===== src/rtl/alu_arb_pkg.sv =====
// alu_arb_pkg: shared definitions for the ALU request arbiter.
//   arb_state_t  - arbiter FSM encoding
//   CMD_MUL_*    - arithmetic-mode command codes that take the long latency
//   is_mul()     - true when (mode, cmd) selects a multiply
package alu_arb_pkg;

  typedef enum logic [1:0] {
    IDLE = 2'd0,
    EXEC = 2'd1,
    RESP = 2'd2
  } arb_state_t;

  localparam logic [3:0] CMD_MUL_INC = 4'd9;
  localparam logic [3:0] CMD_MUL_SHL = 4'd10;

  // Command is passed zero-extended to 8 bits so any CMD_WIDTH up to 8 compares exactly.
  function automatic logic is_mul(input logic mode, input logic [7:0] cmd);
    return mode && ((cmd == {4'd0, CMD_MUL_INC}) || (cmd == {4'd0, CMD_MUL_SHL}));
  endfunction

endpackage


===== src/rtl/rr_arbiter.sv =====
// rr_arbiter: round-robin priority picker (pure combinational).
//   req          - request vector
//   ptr          - highest-priority index this round
//   grant_onehot - one-hot grant, zero when nothing requests
//   grant_idx    - binary index of the grant
//   any          - at least one request present
module rr_arbiter #(
  parameter int NUM_REQ = 4,
  parameter int ID_W    = 2
) (
  input  logic [NUM_REQ-1:0] req,
  input  logic [ID_W-1:0]    ptr,
  output logic [NUM_REQ-1:0] grant_onehot,
  output logic [ID_W-1:0]    grant_idx,
  output logic               any
);

  logic [2*NUM_REQ-1:0] w_dbl;
  logic [NUM_REQ-1:0]   w_rot;

  // Rotating a doubled copy puts requester ptr at bit 0, so the lowest set bit wins.
  assign w_dbl = {req, req};
  assign w_rot = NUM_REQ'(w_dbl >> ptr);

  always_comb begin
    any          = 1'b0;
    grant_idx    = '0;
    grant_onehot = '0;
    // Scanning downward lets the lowest rotated position overwrite higher ones.
    for (int k = NUM_REQ - 1; k >= 0; k--) begin
      if (w_rot[k]) begin
        any       = 1'b1;
        grant_idx = ID_W'((int'(ptr) + k) % NUM_REQ);
      end
    end
    if (any) grant_onehot = NUM_REQ'(1) << grant_idx;
  end

endmodule


===== src/rtl/alu_req_arbiter.sv =====
// alu_req_arbiter: shares one ALU between NUM_REQ requesters, round-robin,
// one operation in flight, tagged response channel with backpressure.
//   CLK, RST            - clock, async active-low reset
//   req_*               - per-requester packed operation + valid/ready
//   alu_*               - drive to / results from the shared ALU
//   rsp_*               - tagged captured result, valid/ready
//   stat_grants         - per-requester saturating grant counters
//                         (only when ALU_ARB_STATS_EN is defined)
//
// state | meaning
// IDLE  | pick a requester, accept its operation into alu_*
// EXEC  | ALU enabled, count down the command latency
// RESP  | result held on rsp_*, waiting for rsp_ready
module alu_req_arbiter
  import alu_arb_pkg::*;
#(
  parameter int WIDTH     = 4,
  parameter int CMD_WIDTH = 4,
  parameter int NUM_REQ   = 4,
  parameter int ID_W      = 2,
  parameter int ALU_LAT   = 2,
  parameter int MUL_LAT   = 3
) (
  input  logic                         CLK,
  input  logic                         RST,
  input  logic [NUM_REQ-1:0]           req_valid,
  output logic [NUM_REQ-1:0]           req_ready,
  input  logic [NUM_REQ*WIDTH-1:0]     req_opa,
  input  logic [NUM_REQ*WIDTH-1:0]     req_opb,
  input  logic [NUM_REQ*CMD_WIDTH-1:0] req_cmd,
  input  logic [NUM_REQ-1:0]           req_mode,
  input  logic [NUM_REQ-1:0]           req_cin,
  input  logic [NUM_REQ*2-1:0]         req_inp_valid,
  output logic [WIDTH-1:0]             alu_opa,
  output logic [WIDTH-1:0]             alu_opb,
  output logic [CMD_WIDTH-1:0]         alu_cmd,
  output logic                         alu_mode,
  output logic                         alu_cin,
  output logic                         alu_ce,
  output logic [1:0]                   alu_inp_valid,
  input  logic [2*WIDTH-1:0]           alu_res,
  input  logic                         alu_cout,
  input  logic                         alu_oflow,
  input  logic                         alu_err,
  input  logic [2:0]                   alu_egl,
  output logic                         rsp_valid,
  input  logic                         rsp_ready,
  output logic [ID_W-1:0]              rsp_id,
  output logic [2*WIDTH-1:0]           rsp_res,
  output logic                         rsp_cout,
  output logic                         rsp_oflow,
  output logic                         rsp_err,
  output logic [2:0]                   rsp_egl
`ifdef ALU_ARB_STATS_EN
  ,
  output logic [NUM_REQ*16-1:0]        stat_grants
`endif
);

  localparam int LAT_MAX = (MUL_LAT > ALU_LAT) ? MUL_LAT : ALU_LAT;
  localparam int LAT_W   = $clog2(LAT_MAX + 1);

  arb_state_t           r_state, w_next;
  logic [ID_W-1:0]      r_rr_ptr, r_id, w_gidx;
  logic [LAT_W-1:0]     r_lat_cnt;
  logic [1:0]           r_inp_valid;
  logic [NUM_REQ-1:0]   w_gonehot;
  logic                 w_any, w_hs, w_last;
  logic [WIDTH-1:0]     w_sel_opa, w_sel_opb;
  logic [CMD_WIDTH-1:0] w_sel_cmd;
  logic                 w_sel_mode, w_sel_cin;
  logic [1:0]           w_sel_iv;

  rr_arbiter #(.NUM_REQ(NUM_REQ), .ID_W(ID_W)) u_rr (
    .req          (req_valid),
    .ptr          (r_rr_ptr),
    .grant_onehot (w_gonehot),
    .grant_idx    (w_gidx),
    .any          (w_any)
  );

  always_comb begin
    w_sel_opa  = '0;
    w_sel_opb  = '0;
    w_sel_cmd  = '0;
    w_sel_mode = 1'b0;
    w_sel_cin  = 1'b0;
    w_sel_iv   = '0;
    for (int i = 0; i < NUM_REQ; i++) begin
      if (w_gidx == ID_W'(i)) begin
        w_sel_opa  = req_opa[i*WIDTH +: WIDTH];
        w_sel_opb  = req_opb[i*WIDTH +: WIDTH];
        w_sel_cmd  = req_cmd[i*CMD_WIDTH +: CMD_WIDTH];
        w_sel_mode = req_mode[i];
        w_sel_cin  = req_cin[i];
        w_sel_iv   = req_inp_valid[i*2 +: 2];
      end
    end
  end

  // Gating with RST keeps req_ready low while reset is held even though it is combinational.
  assign req_ready     = (r_state == IDLE && RST) ? w_gonehot : '0;
  assign w_hs          = (r_state == IDLE) && w_any;
  assign w_last        = (r_lat_cnt == LAT_W'(1));
  assign alu_ce        = (r_state == EXEC);
  assign alu_inp_valid = (r_state == EXEC) ? r_inp_valid : 2'b00;

  always_ff @(posedge CLK or negedge RST) begin
    if (!RST) r_state <= IDLE;
    else      r_state <= w_next;
  end

  always_comb begin
    w_next = r_state;
    case (r_state)
      IDLE:    if (w_hs) w_next = EXEC;
      EXEC:    if (w_last) w_next = RESP;
      RESP:    if (rsp_ready) w_next = IDLE;
      default: w_next = IDLE;
    endcase
  end

  always_ff @(posedge CLK or negedge RST) begin
    if (!RST) begin
      r_rr_ptr    <= '0;
      r_id        <= '0;
      r_lat_cnt   <= '0;
      r_inp_valid <= '0;
      alu_opa     <= '0;
      alu_opb     <= '0;
      alu_cmd     <= '0;
      alu_mode    <= 1'b0;
      alu_cin     <= 1'b0;
      rsp_valid   <= 1'b0;
      rsp_id      <= '0;
      rsp_res     <= '0;
      rsp_cout    <= 1'b0;
      rsp_oflow   <= 1'b0;
      rsp_err     <= 1'b0;
      rsp_egl     <= '0;
    end else begin
      case (r_state)
        IDLE: if (w_hs) begin
          alu_opa     <= w_sel_opa;
          alu_opb     <= w_sel_opb;
          alu_cmd     <= w_sel_cmd;
          alu_mode    <= w_sel_mode;
          alu_cin     <= w_sel_cin;
          r_inp_valid <= w_sel_iv;
          r_id        <= w_gidx;
          r_lat_cnt   <= is_mul(w_sel_mode, 8'(w_sel_cmd)) ? LAT_W'(MUL_LAT) : LAT_W'(ALU_LAT);
        end
        EXEC: begin
          r_lat_cnt <= r_lat_cnt - 1'b1;
          if (w_last) begin
            rsp_valid <= 1'b1;
            rsp_id    <= r_id;
            rsp_res   <= alu_res;
            rsp_cout  <= alu_cout;
            rsp_oflow <= alu_oflow;
            rsp_err   <= alu_err;
            rsp_egl   <= alu_egl;
          end
        end
        RESP: if (rsp_ready) begin
          rsp_valid <= 1'b0;
          // Priority moves past the requester just served, only once its result is taken.
          r_rr_ptr  <= (r_id == ID_W'(NUM_REQ - 1)) ? '0 : r_id + 1'b1;
        end
        default: ;
      endcase
    end
  end

`ifdef ALU_ARB_STATS_EN
  logic [15:0] r_stat [NUM_REQ];

  always_ff @(posedge CLK or negedge RST) begin
    if (!RST) begin
      for (int i = 0; i < NUM_REQ; i++) r_stat[i] <= '0;
    end else if (w_hs) begin
      for (int i = 0; i < NUM_REQ; i++)
        if (w_gonehot[i] && r_stat[i] != 16'hFFFF) r_stat[i] <= r_stat[i] + 16'd1;
    end
  end

  for (genvar g = 0; g < NUM_REQ; g++) begin : g_stat
    assign stat_grants[g*16 +: 16] = r_stat[g];
  end
`endif

endmodule


===== config.mk =====
export PLATFORM = sky130hd
export DESIGN_NAME = alu_req_arbiter
export DESIGN_NICKNAME = d
export VERILOG_FILES = /design/src/rtl/alu_arb_pkg.sv /design/src/rtl/rr_arbiter.sv /design/src/rtl/alu_req_arbiter.sv
export SDC_FILE = /design/constraint.sdc
export NUM_CORES = 1
export LEC_CHECK = 0
export ABC_AREA = 1
export CAP_MARGIN = 20
export CORE_ASPECT_RATIO = 0.8
export CORE_MARGIN = 4
export CORE_UTILIZATION = 37
export CTS_BUF_LIST = sky130_fd_sc_hd__clkbuf_4 sky130_fd_sc_hd__clkbuf_8
export DETAILED_ROUTE_END_ITERATION = 12
export PLACE_DENSITY = 0.79
export SLEW_MARGIN = 20
export SYNTH_ARGS = -nofsm -noshare
export SYNTH_HDL_FRONTEND = slang
export SYNTH_HIERARCHICAL = 1
export SYNTH_SLANG_ARGS = --single-unit

===== constraint.sdc =====
create_clock -name CLK -period 2.16 [get_ports CLK]
set_clock_uncertainty 0.2 [all_clocks]
set_input_delay 0.324 -clock CLK [delete_from_list [all_inputs] [get_ports CLK]]
set_output_delay 0.324 -clock CLK [all_outputs]
set_load 0.1 [all_outputs]

==> impl_metrics.env <==
export IMPL_hold_depth=2
export IMPL_gp_congestion=0.840
export IMPL_worst_slew_pin_slew_ps=519
export IMPL_first_global_vias=2712
export IMPL_coreArea_um2=6070
export IMPL_period_minus_slack_ps=2510
export IMPL_grt_ovfl_total=0
export IMPL_synth_distinct_cells=29
export IMPL_startpoint_type="flop"
export IMPL_ios=123
export IMPL_grt_total_usage_pct=19.9
export IMPL_cts_made_buffers=5
export IMPL_yosys_top_cells_area="dfrtp_1 43%, nand2_1 13%, mux2_1 7.6%, nand3_1 4.8%, nor2_1 4.3%"
export IMPL_nets=535
export IMPL_max_stage_delay_ps=470
export IMPL_via_per_inst=5.00
export IMPL_async_flop_share_pct=100
export IMPL_worstSetupEndpointType="primary output"
export IMPL_slew_violations=0
export IMPL_fillers=448
export IMPL_rows=25
export IMPL_cp_top_family="simple AND/OR/NAND/NOR gates"
export IMPL_clkTransAtPathRegs_ps=80
export IMPL_worstPathCellList="clkinv_4 > nand2_4 > nand3_2 > nand2_2 > nand2_2 > nor2_4 > nor2_4 > nor2_4 > buf_4 > nor2_2 > inv_2 > nor2_4 > buf_12"
export IMPL_synth_flop_cell="dfrtp_1"
export IMPL_cp_common_cell="nor2_4"
export IMPL_die_area_um2=7780
export IMPL_synth_nets=383
export IMPL_fmax_ghz=0.398
export IMPL_regArea_um2=1030
export IMPL_ant_nets=0
export IMPL_vias=2648
export IMPL_drt_iter0_drc=81
export IMPL_cpMaxStageDelayCell="dfrtp_2"
export IMPL_yosysMostFrequentCell="nand2_1"
export IMPL_final_setup_worst_slack_ps=-350
export IMPL_hold_path_class="flop to flop"
export IMPL_dp_cells=512
export IMPL_synth_seq_area_share_pct=43.1
export IMPL_placed_area_um2=3960
export IMPL_cts_root_buffer="clkbuf_8"
export IMPL_tritoncts="built"
export IMPL_hpwl_mm=5.78
export IMPL_clock_path_buffers=2
export IMPL_first_pass_iters=5
export IMPL_hold_viol=0
export IMPL_fin_tns_setup_ps=-4590
export IMPL_antenna_found_initial=0
export IMPL_cp_arrival_ps=1990
export IMPL_netlist_area_um2=2380
export IMPL_grt_start_max_net_pins=42
export IMPL_rsz0062_at_grt="true"
export IMPL_start_util_pct=39.2
export IMPL_htree_levels=2
export IMPL_fp_dieW_um=97.6
export IMPL_rr_worst_depth=17
export IMPL_synth_edff_count=0
export IMPL_worstSkewPairLatency_ps=280
export IMPL_cp_max_fo=7
export IMPL_grt_pass1_wl_mm=12.5
export IMPL_drv_cap=0
export IMPL_wl_mm=7.98
export IMPL_clock_sinks=41
export IMPL_drive_gt1_share_pct=35.4
export IMPL_routedWlPerCell_um=15.1
export IMPL_port_buffers=122
export IMPL_finalNonFillerCells=530
export IMPL_syn_inst=296
export IMPL_diodes=0
export IMPL_ys_ff_latch=41
export IMPL_cp_buffers_inverters=4
export IMPL_fin_crit_sh_pct=116
export IMPL_cp_required_ps=1640
export IMPL_die_y_um=79.7
export IMPL_status="complete, but fails checks"
export IMPL_synth_top_cell_by_area="dfrtp_1"
export IMPL_violations="setup timing"
export IMPL_drc=0
export IMPL_syn_area_per_cell_um2=8.04
export IMPL_path_class="flop to primary output"
export IMPL_synth_top_area_share_pct=43.1
export IMPL_synthToLayoutAreaGrowth_pct=84.5
export IMPL_multi_input_area_um2=1420
export IMPL_ys_top_cells_by_count="84 x nand2_1, 41 x dfrtp_1, 27 x nor2_1"
export IMPL_stdcell_area_um2=4390
export IMPL_setup_viol=21
export IMPL_ys_warnings_count=6
export IMPL_path_depth=13
export IMPL_slew_headroom_pct=65.4
-- path summary, 6_finish.rpt --
| path | startpoint | end | slack (ps) |
|---|---|---|---|
| max in group asynchronous | RST | r_rr_ptr[1] | 930 |
| min in group asynchronous | RST | rsp_res[3] | 460 |
| hold / removal | rsp_valid | rsp_valid | 280 |
| setup / recovery | r_rr_ptr[0] | req_ready[0] | -350 |
| hold reg to reg | rsp_valid | rsp_valid | 280 |
| setup reg to reg | r_rr_ptr[0] | alu_opb[2] | -320 |
-- per-layer routing --
metal | wire [um] | part of all wire, % | up-vias | global-route usage, %
li1 | - | - | 1267 | -
met4 | 191 | 2.4 | 0 | 7.19
met3 | 784 | 9.8 | 16 | 7.25
met1 | 3110 | 39 | 1227 | 23.3
met5 | 0 | 0 | - | 0
met2 | 3890 | 49 | 138 | 33.7
-- sequential cells by signal (all words and copies together), names as in the netlist --
signal	cells
r_lat_cnt	2
r_id	2
rsp_id	2
rsp_err	1
alu_cmd	4
alu_mode	1
rsp_res	8
alu_cin	1
r_rr_ptr	2
rsp_oflow	1
r_state	2
rsp_cout	1
r_inp_valid	2
rsp_valid	1
alu_opb	4
alu_opa	4
rsp_egl	3
-- worst reg2reg max path: cells and delay by family, from the launching register on --
| family | cells | cell delay (ps) |
|---|---|---|
| AOI/OAI and AO/OA | 2 | 210 |
| buffers and inverters | 5 | 590 |
| DFF | 1 | 470 |
| and+or+nand+nor | 10 | 890 |
-- cell usage in the layout (no fill, tap or decap), types with 7 or more instances in the layout --
master           Yosys  layout
a21oi_1             15      10
a41oi_2              0       7
buf_12               0      13
buf_4                3      47
buf_6                2      10
clkdlybuf4s50_1      0      79
dfrtp_1             41      39
inv_1               20      13
inv_2                7      11
mux2_1              16      16
nand2_1             84      77
nand2_2             10      11
nand2_4              2       8
nand3_1             23      15
nand3_2              3       9
nor2_1              27      17
nor2_4               2      12
-- through the flow --
step	setup WS [ps]	utilization, %	hold WS [ps]
after CTS	-326	71.1	284
after global placement	-312	65.3	253
final	-350	72.3	284
after floorplan	-23.3	-	-172
after detailed placement	-386	65.3	254
after global routing	-461	72.3	312
-- cell families after synthesis --
family	after synthesis	synth area share [%]
simple gates	161	30.8
flops	41	43.1
buf+inv	39	7.79
compound gates	36	9.21
mux	17	8.05
fa+ha+maj	2	1.05
-- final cells by class --
cell class	count	area share [%]
clock buffer	6	1.88
multi-input combinational	216	32.4
timing repair buffer	156	36.3
inverter	28	2.74
sequential	41	23.4
clock inverter	2	0.855
tap	81	2.31
-- repair_timing --
| action | 4_1_cts | 5_1_grt |
|---|---|---|
| buffers inserted | 6 | 1 |
| endpoints found under the hold margin | 41 | 0 |
| pin swaps | 4 | 4 |
| hold buffers | 1 | 0 |
| gates cloned | 2 | 0 |
| resized for setup | 42 | 19 |
| setup endpoints to repair | 21 | 21 |
Power is not shown: default switching activity piles up to over one toggle a cycle in this logic, so the estimate is an artifact.
